`src/rtl/ray_direction_gen.sv`:
```
// Raster-scan camera-ray generator: one Q4.8 (x,y,z) direction per pixel.
// Ports: clock/reset, start/hold in; x/y/z_out, out_id, px/py_out, busy, frame_done out.
module ray_direction_gen #(
  parameter int H_RES    = 64,
  parameter int V_RES    = 64,
  parameter int STEP     = 8,
  parameter int FOCAL    = 256,
  parameter int ID_WIDTH = 8
) (
  input  logic                      clock,
  input  logic                      reset,
  input  logic                      start,
  input  logic                      hold,
  output logic [11:0]               x_out,
  output logic [11:0]               y_out,
  output logic [11:0]               z_out,
  output logic [ID_WIDTH-1:0]       out_id,
  output logic [$clog2(H_RES)-1:0]  px_out,
  output logic [$clog2(V_RES)-1:0]  py_out,
  output logic                      busy,
  output logic                      frame_done
);

  localparam int PXW = $clog2(H_RES);
  localparam int PYW = $clog2(V_RES);

  localparam logic signed [11:0] X0 = 12'(-(H_RES / 2) * STEP);
  localparam logic signed [11:0] Y0 = 12'((V_RES / 2) * STEP);
  localparam logic signed [11:0] DS = 12'(STEP);
  localparam logic signed [11:0] ZF = 12'(FOCAL);

  localparam logic [PXW-1:0] PX_LAST = PXW'(H_RES - 1);
  localparam logic [PYW-1:0] PY_LAST = PYW'(V_RES - 1);
  localparam logic [PXW-1:0] PX_ONE  = PXW'(1);
  localparam logic [PYW-1:0] PY_ONE  = PYW'(1);
  localparam logic [ID_WIDTH-1:0] ID_ONE = ID_WIDTH'(1);

  typedef enum logic {S_IDLE, S_RUN} state_t;

  state_t state, state_n;

  logic [PXW-1:0]      px_cnt, px_n, cur_px;
  logic [PYW-1:0]      py_cnt, py_n, cur_py;
  logic signed [11:0]  x_acc, x_n, cur_x;
  logic signed [11:0]  y_acc, y_n, cur_y;
  logic [ID_WIDTH-1:0] id_cnt, id_n, cur_id;
  logic                run, emit, line_end, last;

  // In IDLE the pointer is taken from constants so a start edge
  // always presents pixel (0,0) with ID 1.
  always_comb begin
    run      = (state == S_RUN);
    cur_px   = run ? px_cnt : '0;
    cur_py   = run ? py_cnt : '0;
    cur_x    = run ? x_acc  : X0;
    cur_y    = run ? y_acc  : Y0;
    cur_id   = run ? id_cnt : ID_ONE;
    emit     = (run | start) & ~hold;
    line_end = (cur_px == PX_LAST);
    last     = line_end & (cur_py == PY_LAST);

    px_n = cur_px;
    py_n = cur_py;
    x_n  = cur_x;
    y_n  = cur_y;
    id_n = cur_id;

    if (emit) begin
      if (line_end) begin
        px_n = '0;
        x_n  = X0;
        py_n = cur_py + PY_ONE;
        y_n  = cur_y - DS;
      end else begin
        px_n = cur_px + PX_ONE;
        x_n  = cur_x + DS;
      end
      // ID 0 is reserved for bubbles
      id_n = (cur_id == '1) ? ID_ONE : cur_id + ID_ONE;
    end

    state_n = state;
    unique case (state)
      S_IDLE: if (start) state_n = S_RUN;
      S_RUN:  if (emit && last) state_n = S_IDLE;
      default: state_n = S_IDLE;
    endcase
  end

  always_ff @(posedge clock or negedge reset) begin
    if (!reset) begin
      state      <= S_IDLE;
      px_cnt     <= '0;
      py_cnt     <= '0;
      x_acc      <= X0;
      y_acc      <= Y0;
      id_cnt     <= ID_ONE;
      x_out      <= '0;
      y_out      <= '0;
      z_out      <= '0;
      out_id     <= '0;
      px_out     <= '0;
      py_out     <= '0;
      busy       <= 1'b0;
      frame_done <= 1'b0;
    end else begin
      state      <= state_n;
      px_cnt     <= px_n;
      py_cnt     <= py_n;
      x_acc      <= x_n;
      y_acc      <= y_n;
      id_cnt     <= id_n;
      x_out      <= emit ? cur_x  : '0;
      y_out      <= emit ? cur_y  : '0;
      z_out      <= emit ? ZF     : '0;
      out_id     <= emit ? cur_id : '0;
      px_out     <= emit ? cur_px : '0;
      py_out     <= emit ? cur_py : '0;
      busy       <= (state_n == S_RUN);
      frame_done <= emit & last;
    end
  end

endmodule
```
`config.mk`:
```
export PLATFORM = sky130hd
export DESIGN_NAME = ray_direction_gen
export DESIGN_NICKNAME = d
export VERILOG_FILES = /design/src/rtl/ray_direction_gen.sv
export SDC_FILE = /design/constraint.sdc
export NUM_CORES = 1
export LEC_CHECK = 0
export ABC_AREA = 1
export CORE_MARGIN = 2
export CORE_UTILIZATION = 55
export CTS_BUF_LIST = sky130_fd_sc_hd__clkbuf_8
export DETAILED_ROUTE_END_ITERATION = 6
export MAX_ROUTING_LAYER = met4
export PLACE_DENSITY_LB_ADDON = 0.2
export SKIP_CTS_REPAIR_TIMING = 1
export SLEW_MARGIN = 25
export SYNTH_ARGS = -nofsm -noshare
export SYNTH_HDL_FRONTEND = slang
export SYNTH_SLANG_ARGS = --single-unit
```
`constraint.sdc`:
```
create_clock -name clock -period 3.45 [get_ports clock]
set_clock_uncertainty 0.05 [all_clocks]
set_input_delay 1.035 -clock clock [delete_from_list [all_inputs] [get_ports clock]]
set_output_delay 1.035 -clock clock [all_outputs]
set_load 0.02 [all_outputs]
```
==> reports/summary.md, run 1 <==
## CTS
• **clock network latency to the later pin of the worst-skew pair** 0.36 ns
• **number of sinks handled by clock tree synthesis** 91
• **Longest Clk Path Bufs** 2
• **deepest level of the CTS H-tree** 3
• **TritonCTS clock tree** done
• **TritonCTS buffer count** 9
• **clock slew seen by the registers of the worst setup and hold paths** 0.09 ns
• **cell at the root of the clock tree** clkbuf_8

## GRT
• **Overall Global Routing Usage** 0.217
• **maximum number of pins on one net before global-route repair** 48
• **vias in the first global route** 2,625
• **initial antenna violation count** 0
• **global-route track usage on met3** 0.0610
• **GRT busiest layer** met2
• **global-route wire length before repair** 12,000 µm
• **met2 Use GR** 0.335
• **met1 layer usage reported by global route** 0.275
• **total global routing overflow** 0

## Routing
• **number of vias per cell after detailed routing** 5.10
• **routed wire length** 7200 µm
• **detailed-route wire length per cell** 13.8 µm
• **final routed DRC violation total** 0
• **first-pass iteration count of the detailed router** 4
• **drt first-iter violations** 185
• **number of vias after detailed routing** 2,662
• **remaining antenna violation count** 0

## Finish
• **core occupancy in the finished layout** 0.670
• **Final Instance Area** 4480 µm²
• **area growth from synthesis to layout** 19.8%
• **ratio of cells with drive above 1 in the final layout** 0.102
• **count of nets after finishing** 446
• **count of inserted antenna diode cells** 0
• **post-route insts no fill** 522

## Floorplanning
• **core region area** 6680 µm²
• **die area** 7470 µm²
• **I/O pin count** 62
• **die boundary width** 86.4 µm
• **number of placement rows** 30
• **die outline height** 86.4 µm
• **Initial Util** 0.559

## Synth
• **Post-Synthesis Mean Instance Area** 9.76 µm²
• **flip-flop and latch count after synthesis** 91
• **proportion of synthesized chip area in sequential cells** 0.611
• **netlist area before placement** 3740 µm²
• **number of warnings reported in the yosys synthesis log** 0
• **Mapped Cells** 383
• **synth unique cells** 31

## Timing
• **hold violation total from the final report** 0
• **final sum of negative setup slack** 0 ns
• **Worst Tran Pin Value** 0.577 ns
• **final worst-path cycle share** 0.705
• **RSZ-0062 raised after global routing** false
• **max-slew violations** 0
• **headroom to the max-slew limit** 0.615
• **fin crit period** 2.43 ns
• **fin worst setup slack** 1.02 ns
• **Fmax** 411 MHz
• **final count of negative-setup-slack endpoints** 0

## Critical path
• **Worst Path Max Fanout** 3
• **cell with the largest stage delay on the worst path** clkdlybuf4s50_1
• **chain of cells forming the critical path** clkdlybuf4s50_1
• **WS Path Type** reg -> out
• **crit path buf inv count** 1
• **CP delay by family, top** buffers and inverters
• **Arr. time, crit path** 1.35 ns
• **endpoint type of the worst setup path** primary output
• **critical path launch point type** flop
• **crit-path max cell delay** 0.61 ns
• **required time of the critical path** 2.36 ns

## Power
• **peak supply drop** 369 µV
• **leakage** 2.30 nW
• **cell area power density** 697 nW/µm²

## Placement
• **worst slack after detailed placement** 0.665 ns
• **instance area at placement** 4270 µm²
• **number of port buffers** 50
• **detailed placement HPWL** 4940 µm
• **gpl congestion** 0.851
• **placed cell count** 506

## Outcome
• **status** finished clean

## Flow run
• **number of max-capacitance violations reported** 0

## Min path
• **worst hold path type** reg -> reg

area by class of cell:
class	instances	area, µm²
multi-input cells	236	1170
inverters	42	158
clock buffers	10	138
fillers	550	2200
repair buffers	57	563
well taps	80	100
clock inverters	6	65.1
flip-flops and latches	91	2280
registers in the layout, summed over array words and instances (netlist names):
register / cells
id_cnt: 8
y_out: 12
px_cnt: 6
out_id: 8
y_acc: 12
x_out: 12
py_cnt: 6
x_acc: 12
py_out: 6
px_out: 6
frame_done: 1
run: 1
z_out: 1
cells by family after synthesis:
group / Yosys count / share of synthesized area
flip-flops: 91 / 0.611
AND/OR/NAND/NOR: 181 / 0.212
other: 1 / 0.00100
XOR/XNOR: 18 / 0.0422
AO/OA/AOI/OAI: 21 / 0.0305
adder cells (fa/ha/maj): 5 / 0.0167
buffers and inverters: 66 / 0.0860
through the flow:
step | total power, mW | hold WS [ns]
final | 3.12 | 0.419
after global routing | 3.32 | 0.439
after CTS | 3.14 | 0.424
after detailed placement | 2.42 | 0.400
after global placement | 2.38 | 0.394
after floorplan | 2.08 | 0.381
where the power goes:
group / switching [mW] / internal, mW
registers: 0.102 / 1.34
clock network: 0.367 / 0.354
logic: 0.587 / 0.369
total: 1.06 / 2.06
layout by cell type, fill, tap and decap left out, types with 3 or more instances in the layout:
cell type,n
nor3_1,3
a21oi_1,6
clkdlybuf4s50_1,49
nand3_1,21
inv_1,41
nand2_1,70
conb_1,11
dfstp_2,6
xnor2_1,3
clkbuf_8,10
o21ai_0,11
ha_1,5
nand2_2,3
dfrtp_1,85
nor2_1,63
buf_4,7
xor2_1,15
nor2_2,5
nand4_1,9
per-layer routing:
layer / share of wire / wire length, µm
met1: 0.43 / 3060
met3: 0.048 / 345
met5: 0 / 0
met4: 0.021 / 150
met2: 0.51 / 3640
cell usage after synthesis (all sizes together):
| cell | instances | area share |
|---|---|---|
| a22oi | 1 | 0.0020 |
| nand4 | 9 | 0.015 |
| dfstp | 6 | 0.042 |
| xor2 | 15 | 0.035 |
| nor3 | 5 | 0.0094 |
| xnor2 | 3 | 0.0070 |
| nand2 | 73 | 0.075 |
| buf | 23 | 0.043 |
| o21ai | 13 | 0.018 |
| nand3 | 22 | 0.031 |
| a21oi | 6 | 0.0080 |
| a211oi | 1 | 0.0020 |
| ha | 5 | 0.017 |
| nor2 | 70 | 0.078 |
| nor3b | 1 | 0.0020 |
| inv | 42 | 0.042 |
| nand3b | 1 | 0.0020 |
| conb | 1 | 0.0010 |
| dfrtp | 85 | 0.57 |
| clkbuf | 1 | 0.0010 |
final timing paths:
kind	slack, ns	from	end	depth (start not counted)
setup / recovery	1.02	run$_DFF_PN0_	busy	1
hold / removal	0.42	y_acc[0]$_DFF_PN0_	y_acc[0]$_DFF_PN0_	2
setup reg to reg	1.22	run$_DFF_PN0_	py_cnt[3]$_DFF_PN0_	11
hold reg to reg	0.42	y_acc[0]$_DFF_PN0_	y_acc[0]$_DFF_PN0_	2
max in group asynchronous	2.04	reset	id_cnt[0]$_DFF_PN1_	2
min in group asynchronous	0.62	reset	px_out[4]$_DFF_PN0_	1
No activity file was read; power rests on OpenSTA's default activity.
==> run 2, diff against run 1 <==
==> constraint.sdc (replaced) <==
create_clock -name clock -period 2.3 [get_ports clock]
set_clock_uncertainty 0.05 [all_clocks]
set_input_delay 0.69 -clock clock [delete_from_list [all_inputs] [get_ports clock]]
set_output_delay 0.69 -clock clock [all_outputs]
set_load 0.02 [all_outputs]
==> reports/summary.md, run 2 (synthesis results as in run 1) <==
## Outcome
• **status** finished clean

## Routing
• **detailed-route wire length per cell** 13.4 µm, -2.6%
• **number of vias per cell after detailed routing** 5.05, -1.0%
• **first-pass iteration count of the detailed router** 4, unchanged
• **final routed DRC violation total** 0, unchanged
• **remaining antenna violation count** 0, unchanged
• **number of vias after detailed routing** 2,660, -0.075%
• **drt first-iter violations** 149, -19%
• **routed wire length** 7080 µm, -1.7%

## CTS
• **deepest level of the CTS H-tree** 3, unchanged
• **number of sinks handled by clock tree synthesis** 91, unchanged
• **TritonCTS buffer count** 9, unchanged
• **TritonCTS clock tree** done
• **clock network latency to the later pin of the worst-skew pair** 0.36 ns, about the same
• **cell at the root of the clock tree** clkbuf_8
• **Longest Clk Path Bufs** 2, unchanged
• **clock slew seen by the registers of the worst setup and hold paths** 0.08 ns, about the same

## Critical path
• **endpoint type of the worst setup path** primary output
• **WS Path Type** reg -> out
• **Arr. time, crit path** 1.44 ns, +0.09 ns
• **CP delay by family, top** buffers and inverters
• **chain of cells forming the critical path** clkdlybuf4s50_1
• **reg-to-reg endpoint** id_cnt[5]$_DFF_PN0_
• **startpoint of the lowest-slack register-to-register path** run$_DFF_PN0_
• **worst setup path endpoint** busy
• **Critical Path Stages** 1, unchanged
• **Reg2Reg Setup Slack** 0.28 ns, -0.94 ns
• **crit-path max cell delay** 0.63 ns, +0.02 ns
• **required time of the critical path** 1.56 ns, -0.80 ns
• **crit path buf inv count** 1, unchanged
• **critical path launch point** run$_DFF_PN0_
• **cell with the largest stage delay on the worst path** clkdlybuf4s50_1
• **Worst Path Max Fanout** 8, +5
• **depth of the most critical reg-to-reg path** 10, -1
• **critical path launch point type** flop

## Finish
• **count of nets after finishing** 453, +1.6%
• **ratio of cells with drive above 1 in the final layout** 0.112, +0.0100
• **area growth from synthesis to layout** 21.6%
• **Final Instance Area** 4540 µm², +1.5%
• **count of inserted antenna diode cells** 0, unchanged
• **most common library cell in the layout ignoring fill and taps** dfrtp_1
• **post-route insts no fill** 527, +0.96%
• **count of filler cells inserted in the layout** 538, -2.2%
• **highest-count cells in the layout ignoring fill and taps** dfrtp_1 (84), nand2_1 (70), nor2_1 (63), clkdlybuf4s50_1 (49), inv_1 (42)

## Power
• **clock network fraction of total power** 0.246, +0.015
• **combinational share of power** 0.301, -0.006
• **cell area power density** 1050 nW/µm², +51%
• **peak supply drop** 541 µV, +46%
• **Power Internal** 3.23 mW, +56%
• **leakage** 2.35 nW, +1.9%
• **share of total power in sequential cells** 0.453, -0.009
• **switching share of power** 0.326, -0.0130
• **reported net switching power** 1.56 mW, +48%

## Min path
• **worst hold path type** in -> async

## Floorplanning
• **die area** 7470 µm², unchanged
• **Initial Util** 0.559, unchanged
• **die boundary width** 86.4 µm, unchanged
• **die outline height** 86.4 µm, unchanged
• **number of placement rows** 30, unchanged
• **I/O pin count** 62, unchanged
• **core region area** 6680 µm², unchanged

## GRT
• **global-route wire length before repair** 12,000 µm, -0.40%
• **Overall Global Routing Usage** 0.218, +0.000634
• **vias in the first global route** 2,546, -3.0%
• **total global routing overflow** 0, unchanged
• **maximum number of pins on one net before global-route repair** 43, -10%
• **initial antenna violation count** 0, unchanged

## Timing
• **max-slew violations** 0, unchanged
• **final worst-path cycle share** 0.949
• **fin crit period** 2.18 ns
• **final sum of negative setup slack** 0 ns, unchanged
• **RSZ-0062 raised after global routing** false
• **hold violation total from the final report** 0, unchanged
• **Fmax** 458 MHz
• **final count of negative-setup-slack endpoints** 0, unchanged

## Placement
• **gpl congestion** 0.901, +5.8%
• **instance area at placement** 4330 µm², +1.2%
• **detailed placement HPWL** 4940 µm, about the same
• **placed cell count** 513, +1.4%
• **number of port buffers** 50, unchanged

## Flow run
• **number of max-capacitance violations reported** 0, unchanged

[run 2: cell count changes in the layout (fill, tap and decap cells not counted)]
cell        previous run  this run
dfrtp_2                0         1
clkinv_2               2         0
dfrtp_1               85        84
inv_1                 41        42
buf_4                  7        14
clkinv_4               2         0
bufinv_16              1         2
clkinvlp_4             1         0
clkbuf_8              10        11
[run 2: power groups by stage]
| stage | logic [mW] | registers [mW] | clock network (mW) |
|---|---|---|---|
| after floorplan | 0.760 | 2.36 | 0 |
| after global placement | 1.40 | 2.18 | 0 |
| after detailed placement | 1.44 | 2.20 | 0 |
| after CTS | 1.46 | 2.17 | 1.19 |
| after global routing | 1.61 | 2.21 | 1.27 |
| final | 1.44 | 2.17 | 1.18 |
[run 2: area by class of cell]
type                    instances  area, µm²  share of cell area
multi-input cells             236       1170               0.257
clock buffers                  11        151              0.0333
inverters                      42        158              0.0347
clock inverters                 3       63.8              0.0140
flip-flops and latches         91       2290               0.503
well taps                      80        100              0.0220
repair buffers                 64        616               0.135
[run 2: worst min-delay path by stage]
stage	end	slack, ns	cells after the start
finish	id_cnt[4]$_DFF_PN0_	0.21	1
global route	id_cnt[4]$_DFF_PN0_	0.24	1
CTS	px_cnt[2]$_DFF_PN0_	0.22	1
detailed placement	y_acc[2]$_DFF_PN0_	0.40	2
global placement	y_acc[1]$_DFF_PN0_	0.39	2
floorplan	frame_done$_DFF_PN0_	0.34	0
[run 2: stage by stage]
| step | util | hold slack [ns] | worst slack, ns | power, mW |
|---|---|---|---|---|
| after floorplan | - | 0.344 | 0.406 | 3.12 |
| after global placement | 0.648 | 0.394 | 0.0523 | 3.58 |
| after detailed placement | 0.648 | 0.402 | 0.0365 | 3.64 |
| after CTS | 0.680 | 0.219 | 0.00614 | 4.81 |
| after global routing | 0.680 | 0.239 | 0.0723 | 5.10 |
| final | 0.680 | 0.209 | 0.117 | 4.78 |
[run 2: per-layer routing]
metal,global-route usage,part of all wire,up-vias
li1,-,-,1285
met1,0.285,0.42,1281
met2,0.334,0.50,81
met3,0.0343,0.053,13
met4,0.107,0.023,0
met5,-,0,-
